===== config.mk =====
export PLATFORM = sky130hd
export DESIGN_NAME = bp_me_clint_arbiter
export DESIGN_NICKNAME = d
export VERILOG_FILES = /design/src/rtl/bp_me_clint_arbiter.sv
export SDC_FILE = /design/constraint.sdc
export NUM_CORES = 1
export LEC_CHECK = 0
export CORE_AREA = 2 2 312 314
export CTS_CLUSTER_DIAMETER = 40
export CTS_CLUSTER_SIZE = 28
export DETAILED_ROUTE_END_ITERATION = 10
export DIE_AREA = 0 0 314 316
export PLACE_DENSITY = 0.34
export SYNTH_ARGS = -nofsm -noshare
export SYNTH_HDL_FRONTEND = slang
export SYNTH_SLANG_ARGS = --single-unit
export TNS_END_PERCENT = 1

===== constraint.sdc =====
create_clock -name clk_i -period 1.84 [get_ports clk_i]
set_input_delay 0.184 -clock clk_i [delete_from_list [all_inputs] [get_ports clk_i]]
set_output_delay 0.184 -clock clk_i [all_outputs]
set_load 0.03 [all_outputs]

===== src/rtl/bp_me_clint_arbiter.sv =====
// Round-robin arbiter that shares one CLINT slice's single-beat BedRock port
// between num_req_p requesters, with one transaction in flight at a time.
module bp_me_clint_arbiter
  #(parameter int bp_params_p = 0
  , parameter int num_req_p   = 2
  , localparam int lg_num_req_lp = $clog2(num_req_p)
  // Config 0 is the default config with its 66-bit BedRock header.
  , localparam int mem_header_width_lp = (bp_params_p == 0) ? 66 : 72
  , localparam int dword_width_gp = 64
  )
  (input  logic                                      clk_i
  , input  logic                                     reset_n_i

  , input  logic [num_req_p*mem_header_width_lp-1:0] req_cmd_header_i
  , input  logic [num_req_p*dword_width_gp-1:0]      req_cmd_data_i
  , input  logic [num_req_p-1:0]                     req_cmd_v_i
  , input  logic [num_req_p-1:0]                     req_cmd_last_i
  , output logic [num_req_p-1:0]                     req_cmd_ready_and_o

  , output logic [num_req_p*mem_header_width_lp-1:0] req_resp_header_o
  , output logic [num_req_p*dword_width_gp-1:0]      req_resp_data_o
  , output logic [num_req_p-1:0]                     req_resp_v_o
  , output logic [num_req_p-1:0]                     req_resp_last_o
  , input  logic [num_req_p-1:0]                     req_resp_ready_and_i

  , output logic [mem_header_width_lp-1:0]           clint_cmd_header_o
  , output logic [dword_width_gp-1:0]                clint_cmd_data_o
  , output logic                                     clint_cmd_v_o
  , output logic                                     clint_cmd_last_o
  , input  logic                                     clint_cmd_ready_and_i

  , input  logic [mem_header_width_lp-1:0]           clint_resp_header_i
  , input  logic [dword_width_gp-1:0]                clint_resp_data_i
  , input  logic                                     clint_resp_v_i
  , input  logic                                     clint_resp_last_i
  , output logic                                     clint_resp_ready_and_o

  , output logic [num_req_p-1:0]                     grant_o
  , output logic [1:0]                               state_o
  );

  // Every port pair is valid/ready: a beat moves in a cycle where valid and
  // ready are both high; a raised valid holds with stable payload until then.

  typedef enum logic [1:0] {e_idle = 2'd0, e_cmd = 2'd1, e_resp = 2'd2} state_e;

  state_e                   state_r, state_n;
  logic [lg_num_req_lp-1:0] grant_r, grant_n;
  logic [lg_num_req_lp-1:0] last_r, last_n;
  logic [lg_num_req_lp-1:0] pick, pick_hi, pick_lo;
  logic                     pick_hi_v;
  logic [num_req_p-1:0]     grant_oh;

  logic [mem_header_width_lp-1:0] sel_cmd_header;
  logic [dword_width_gp-1:0]      sel_cmd_data;
  logic                           sel_cmd_v, sel_cmd_last, sel_resp_ready;

  always_ff @(posedge clk_i or negedge reset_n_i) begin
    if (!reset_n_i) begin
      state_r <= e_idle;
      grant_r <= '0;
      last_r  <= lg_num_req_lp'(num_req_p - 1);
    end else begin
      state_r <= state_n;
      grant_r <= grant_n;
      last_r  <= last_n;
    end
  end

  // Round-robin: lowest valid index above last_r, else lowest valid overall.
  always_comb begin
    pick_hi_v = 1'b0;
    pick_hi   = '0;
    pick_lo   = '0;
    for (int j = num_req_p - 1; j >= 0; j--) begin
      if (req_cmd_v_i[j]) begin
        if (lg_num_req_lp'(j) > last_r) begin
          pick_hi_v = 1'b1;
          pick_hi   = lg_num_req_lp'(j);
        end else begin
          pick_lo = lg_num_req_lp'(j);
        end
      end
    end
    pick = pick_hi_v ? pick_hi : pick_lo;
  end

  always_comb begin
    grant_oh       = '0;
    sel_cmd_header = '0;
    sel_cmd_data   = '0;
    sel_cmd_v      = 1'b0;
    sel_cmd_last   = 1'b0;
    sel_resp_ready = 1'b0;
    for (int i = 0; i < num_req_p; i++) begin
      if (grant_r == lg_num_req_lp'(i)) begin
        grant_oh[i]    = 1'b1;
        sel_cmd_header = req_cmd_header_i[i*mem_header_width_lp +: mem_header_width_lp];
        sel_cmd_data   = req_cmd_data_i[i*dword_width_gp +: dword_width_gp];
        sel_cmd_v      = req_cmd_v_i[i];
        sel_cmd_last   = req_cmd_last_i[i];
        sel_resp_ready = req_resp_ready_and_i[i];
      end
    end
  end

  always_comb begin
    state_n                = state_r;
    grant_n                = grant_r;
    last_n                 = last_r;
    clint_cmd_header_o     = '0;
    clint_cmd_data_o       = '0;
    clint_cmd_v_o          = 1'b0;
    clint_cmd_last_o       = 1'b0;
    clint_resp_ready_and_o = 1'b0;
    req_cmd_ready_and_o    = '0;
    req_resp_header_o      = '0;
    req_resp_data_o        = '0;
    req_resp_v_o           = '0;
    req_resp_last_o        = '0;
    grant_o                = '0;

    unique case (state_r)
      e_idle: begin
        if (|req_cmd_v_i) begin
          grant_n = pick;
          state_n = e_cmd;
        end
      end
      e_cmd: begin
        grant_o             = grant_oh;
        clint_cmd_header_o  = sel_cmd_header;
        clint_cmd_data_o    = sel_cmd_data;
        clint_cmd_v_o       = sel_cmd_v;
        clint_cmd_last_o    = sel_cmd_last;
        req_cmd_ready_and_o = grant_oh & {num_req_p{clint_cmd_ready_and_i}};
        if (sel_cmd_v && clint_cmd_ready_and_i && sel_cmd_last) state_n = e_resp;
      end
      e_resp: begin
        grant_o                = grant_oh;
        clint_resp_ready_and_o = sel_resp_ready;
        for (int i = 0; i < num_req_p; i++) begin
          if (grant_oh[i]) begin
            req_resp_header_o[i*mem_header_width_lp +: mem_header_width_lp] = clint_resp_header_i;
            req_resp_data_o[i*dword_width_gp +: dword_width_gp]              = clint_resp_data_i;
            req_resp_v_o[i]    = clint_resp_v_i;
            req_resp_last_o[i] = clint_resp_last_i;
          end
        end
        if (clint_resp_v_i && sel_resp_ready && clint_resp_last_i) begin
          last_n  = grant_r;
          state_n = e_idle;
        end
      end
      default: state_n = e_idle;
    endcase
  end

  assign state_o = state_r;

endmodule

==> qor_table.md <==
| Result | Value |
|---|---|
| Sequence of cells on the critical path | and2b_4 > buf_6 > buf_12 > and2_4 > buf_12 |
| Startpoint of the worst-slack reg-to-reg timing path | state_o[1] |
| Path depth of the worst reg2reg path | 7 |
| Number of antenna violations at the first check in global routing | 52 |
| Fraction of the yosys area taken by sequential cells | 2.48% |
| Type of the worst min-delay path | in2async |
| Number of top-level pins | 804 |
| Dpl ws | -0.0752 ns |
| Register bit total from synthesis | 4 |
| PwrDens | 1180 mW/mm2 |
| Highest metal used | met5 |
| CP Data Arrival Time | 1.76 ns |
| Stage delay of the slowest cell on the critical path | 0.54 ns |
| Post-synth EDFFs | 0 |
| CP Capture Type | output pin |
| Synthesis-to-layout area growth | 275% |
| Reg clk slew, reported paths | 0.03 ns |
| CP max-delay cell | dfrtp_4 |
| Non-filler cells in the finished layout | 2732 |
| Non-Filler Cell Area, Final | 0.0153 mm2 |
| Nets@finish | 1844 |
| Hold buffer count at CTS | 0 |
| DRC errors left | 0 |
| Largest cells by area after synthesis | mux2i_1 (33%), and2_1 (20%), and3_1 (20%) |
| Period Utilization, post-route | 106% |
| Critical Path Fanout Max | 22 |
| Crit Path Category | reg2out |
| Vias in the first global route | 8362 |
| Crit path buf inv count | 3 |
| Routability-driven placement congestion ratio | 0.794 |
| Number of warnings printed during yosys synthesis | 0 |
| Placed insts | 2691 |
| Post-route total power | 18.0 mW |
| Count of mapped cells out of synthesis | 634 |
| R2R setup slack | 0.01 ns |
| Die width | 314 um |
| Final cell utilization of the core | 16.0% |
| Core Footprint | 0.0960 mm2 |
| All-Layer GR Usage | 11.7% |
| Total number of clock tree sinks | 4 |
| Routed length on met2 | 32.4 mm |
| Final-report max-slew violation count | 0 |
| Async S/R FF share, synth | 100% |
| Top library cells by usage in the layout, fill and taps aside | clkdlybuf4s50_1 (402), buf_4 (271), and3_1 (128) |
| Total Negative Setup Slacks | -10.62 ns |
| F_max | 514 MHz |
| Post-DP Area | 0.0143 mm2 |
| 1st-pass router iterations | 4 |
| FF-to-FF End | state_o[0] |
| Worst Setup SP | grant_r |
| TritonCTS clock tree | built |
| Critical path data required time | 1.66 ns |
| Std-Cell Rows | 114 |
| Reported max-cap violation count | 0 |
| Violations in the final reports | setup timing |
| Via count normalized by instance count | 3.00 |
| Number of violations reported at the end of detailed-routing iteration 0 | 223 |
| Most frequent standard cell in the layout excluding fill and tap cells | clkdlybuf4s50_1 |
| Detail Placement HPWL | 54.4 mm |
| Area share of the largest cell type after synthesis | 32.5% |
| Clock latency at the later pin of the worst-skew pair | 0.22 ns |
| Htree depth | 1 |
| Layout cells sized above 1 | 44.3% |
| Slew HR | 67.8% |
| Wire length after detailed routing | 62.1 mm |
| Largest net degree at the start of global routing | 73 |
| Final hold vios | 0 |
| Root Buffer | clkbuf_16 |
| Height of the die | 316 um |
| First-pass GRT wire length | 78.2 mm |
| TritonCTS buffer count | 3 |
| Number of fill cells | 10900 |
| Max Clock Skew | 0.00357 ns |
| Shortest clock period the worst path allows after layout | 1.94 ns |
| WL met1 | 22.7 mm |
| Vias after detailed routing | 8188 |
| Die Outline Area | 0.0992 mm2 |
| Final hold slack | 0.166 ns |
| Dominant cell type by count on the critical path | buf_12 |
| Type of element launching the critical path | flip-flop |
| Total leakage power | 7.10 nW |
| Number of failing setup endpoints in the final timing report | 245 |
| Cell variety after synth | 26 |
| Detail-routed net length per standard cell | 22.7 um |
| Initial core utilization | 4.26% |
| RSZ-0062 raised after global routing | yes |
| Net count of the mapped netlist | 1038 |
| Top cell type by total area after synthesis | mux2i_1 |
| Minimum setup slack in the final design | -0.104 ns |
| Status | finished, violations left |
| Most used DFF post-synth | dfrtp_1 |
| Slew of the pin with the lowest slew margin | 0.481 ns |
| VDD IR-drop max | 0.726 mV |
| Antenna violation net count after detailed routing | 0 |
| Wire length on met3 | 6.42 mm |
| Area of the mapped netlist | 0.00409 mm2 |
| Count of buffers inserted at the top-level ports | 803 |
| Mean instance size in the synthesized netlist | 6.45 um2 |
| Global route total overflow | 0 |
| Longest Clk Path Bufs | 2 |
| Dominant delay contributor by cell family on the critical path | flip-flops |
==> routing by layer <==
layer,GRT usage [%],up-vias
met5,0,-
met4,0.544,42
met3,5.12,73
met2,22.0,472
met1,12.7,3830
li1,-,3771
==> state kept, by name, summed over array words and instances, names as in the netlist <==
signal   cells
last_r       1
state_o      2
grant_r      1
==> Yosys cell counts (2+ instances only) <==
cell type	number
a21oi_1	2
and2_1	133
and3_1	133
buf_2	10
buf_4	8
clkbuf_1	55
dfrtp_1	3
ha_1	3
inv_1	2
mux2i_1	133
nand2_1	4
nor2_1	133
nor2b_1	2
==> area by class of cell <==
class	instances	area, um2	share of cell area, %
Timing Repair Buffer	874	9470	61.7
Antenna cell	17	42.5	0.277
Multi-Input combinational cell	554	4020	26.2
Clock buffer	4	78.8	0.514
Sequential cell	4	108	0.702
Inverter	3	18.8	0.122
Tap cell	1276	1600	10.4
==> cells by family after synthesis <==
| logic type | count (synthesis) | synth area share [%] |
|---|---|---|
| buffers and inverters | 76 | 8.01 |
| AOI/OAI and AO/OA | 6 | 1.10 |
| and+or+nand+nor | 410 | 54.4 |
| muxes | 135 | 33.1 |
| DFF | 4 | 2.48 |
| adders and majority gates | 3 | 0.918 |
==> where the power goes <==
group / internal (mW) / switching [mW]
Sequential: 0.152 / 0.0760
Combinational: 7.61 / 9.85
Clock: 0.286 / 0.0605
==> what timing repair did <==
| action | in CTS | in global routing |
|---|---|---|
| gates cloned | 6 | 1 |
| setup buffers | 13 | 1 |
| endpoints found under the setup margin | 351 | 356 |
| gates resized for setup | 146 | 49 |
| pin swaps | 12 | 17 |
==> how the worst max path moves through the flow <==
| stage | to | slack (ns) | cells after the start |
|---|---|---|---|
| final | req_resp_header_o[0] | -0.10 | 5 |
| after global routing | req_resp_data_o[31] | -0.17 | 7 |
| after CTS | req_resp_data_o[38] | -0.14 | 7 |
| after detailed placement | state_o[0] | -0.08 | 7 |
| after global placement | state_o[0] | -0.16 | 7 |
| after floorplan | req_resp_data_o[0] | -0.04 | 7 |
Note: power is estimated with default switching activity, not from simulation.
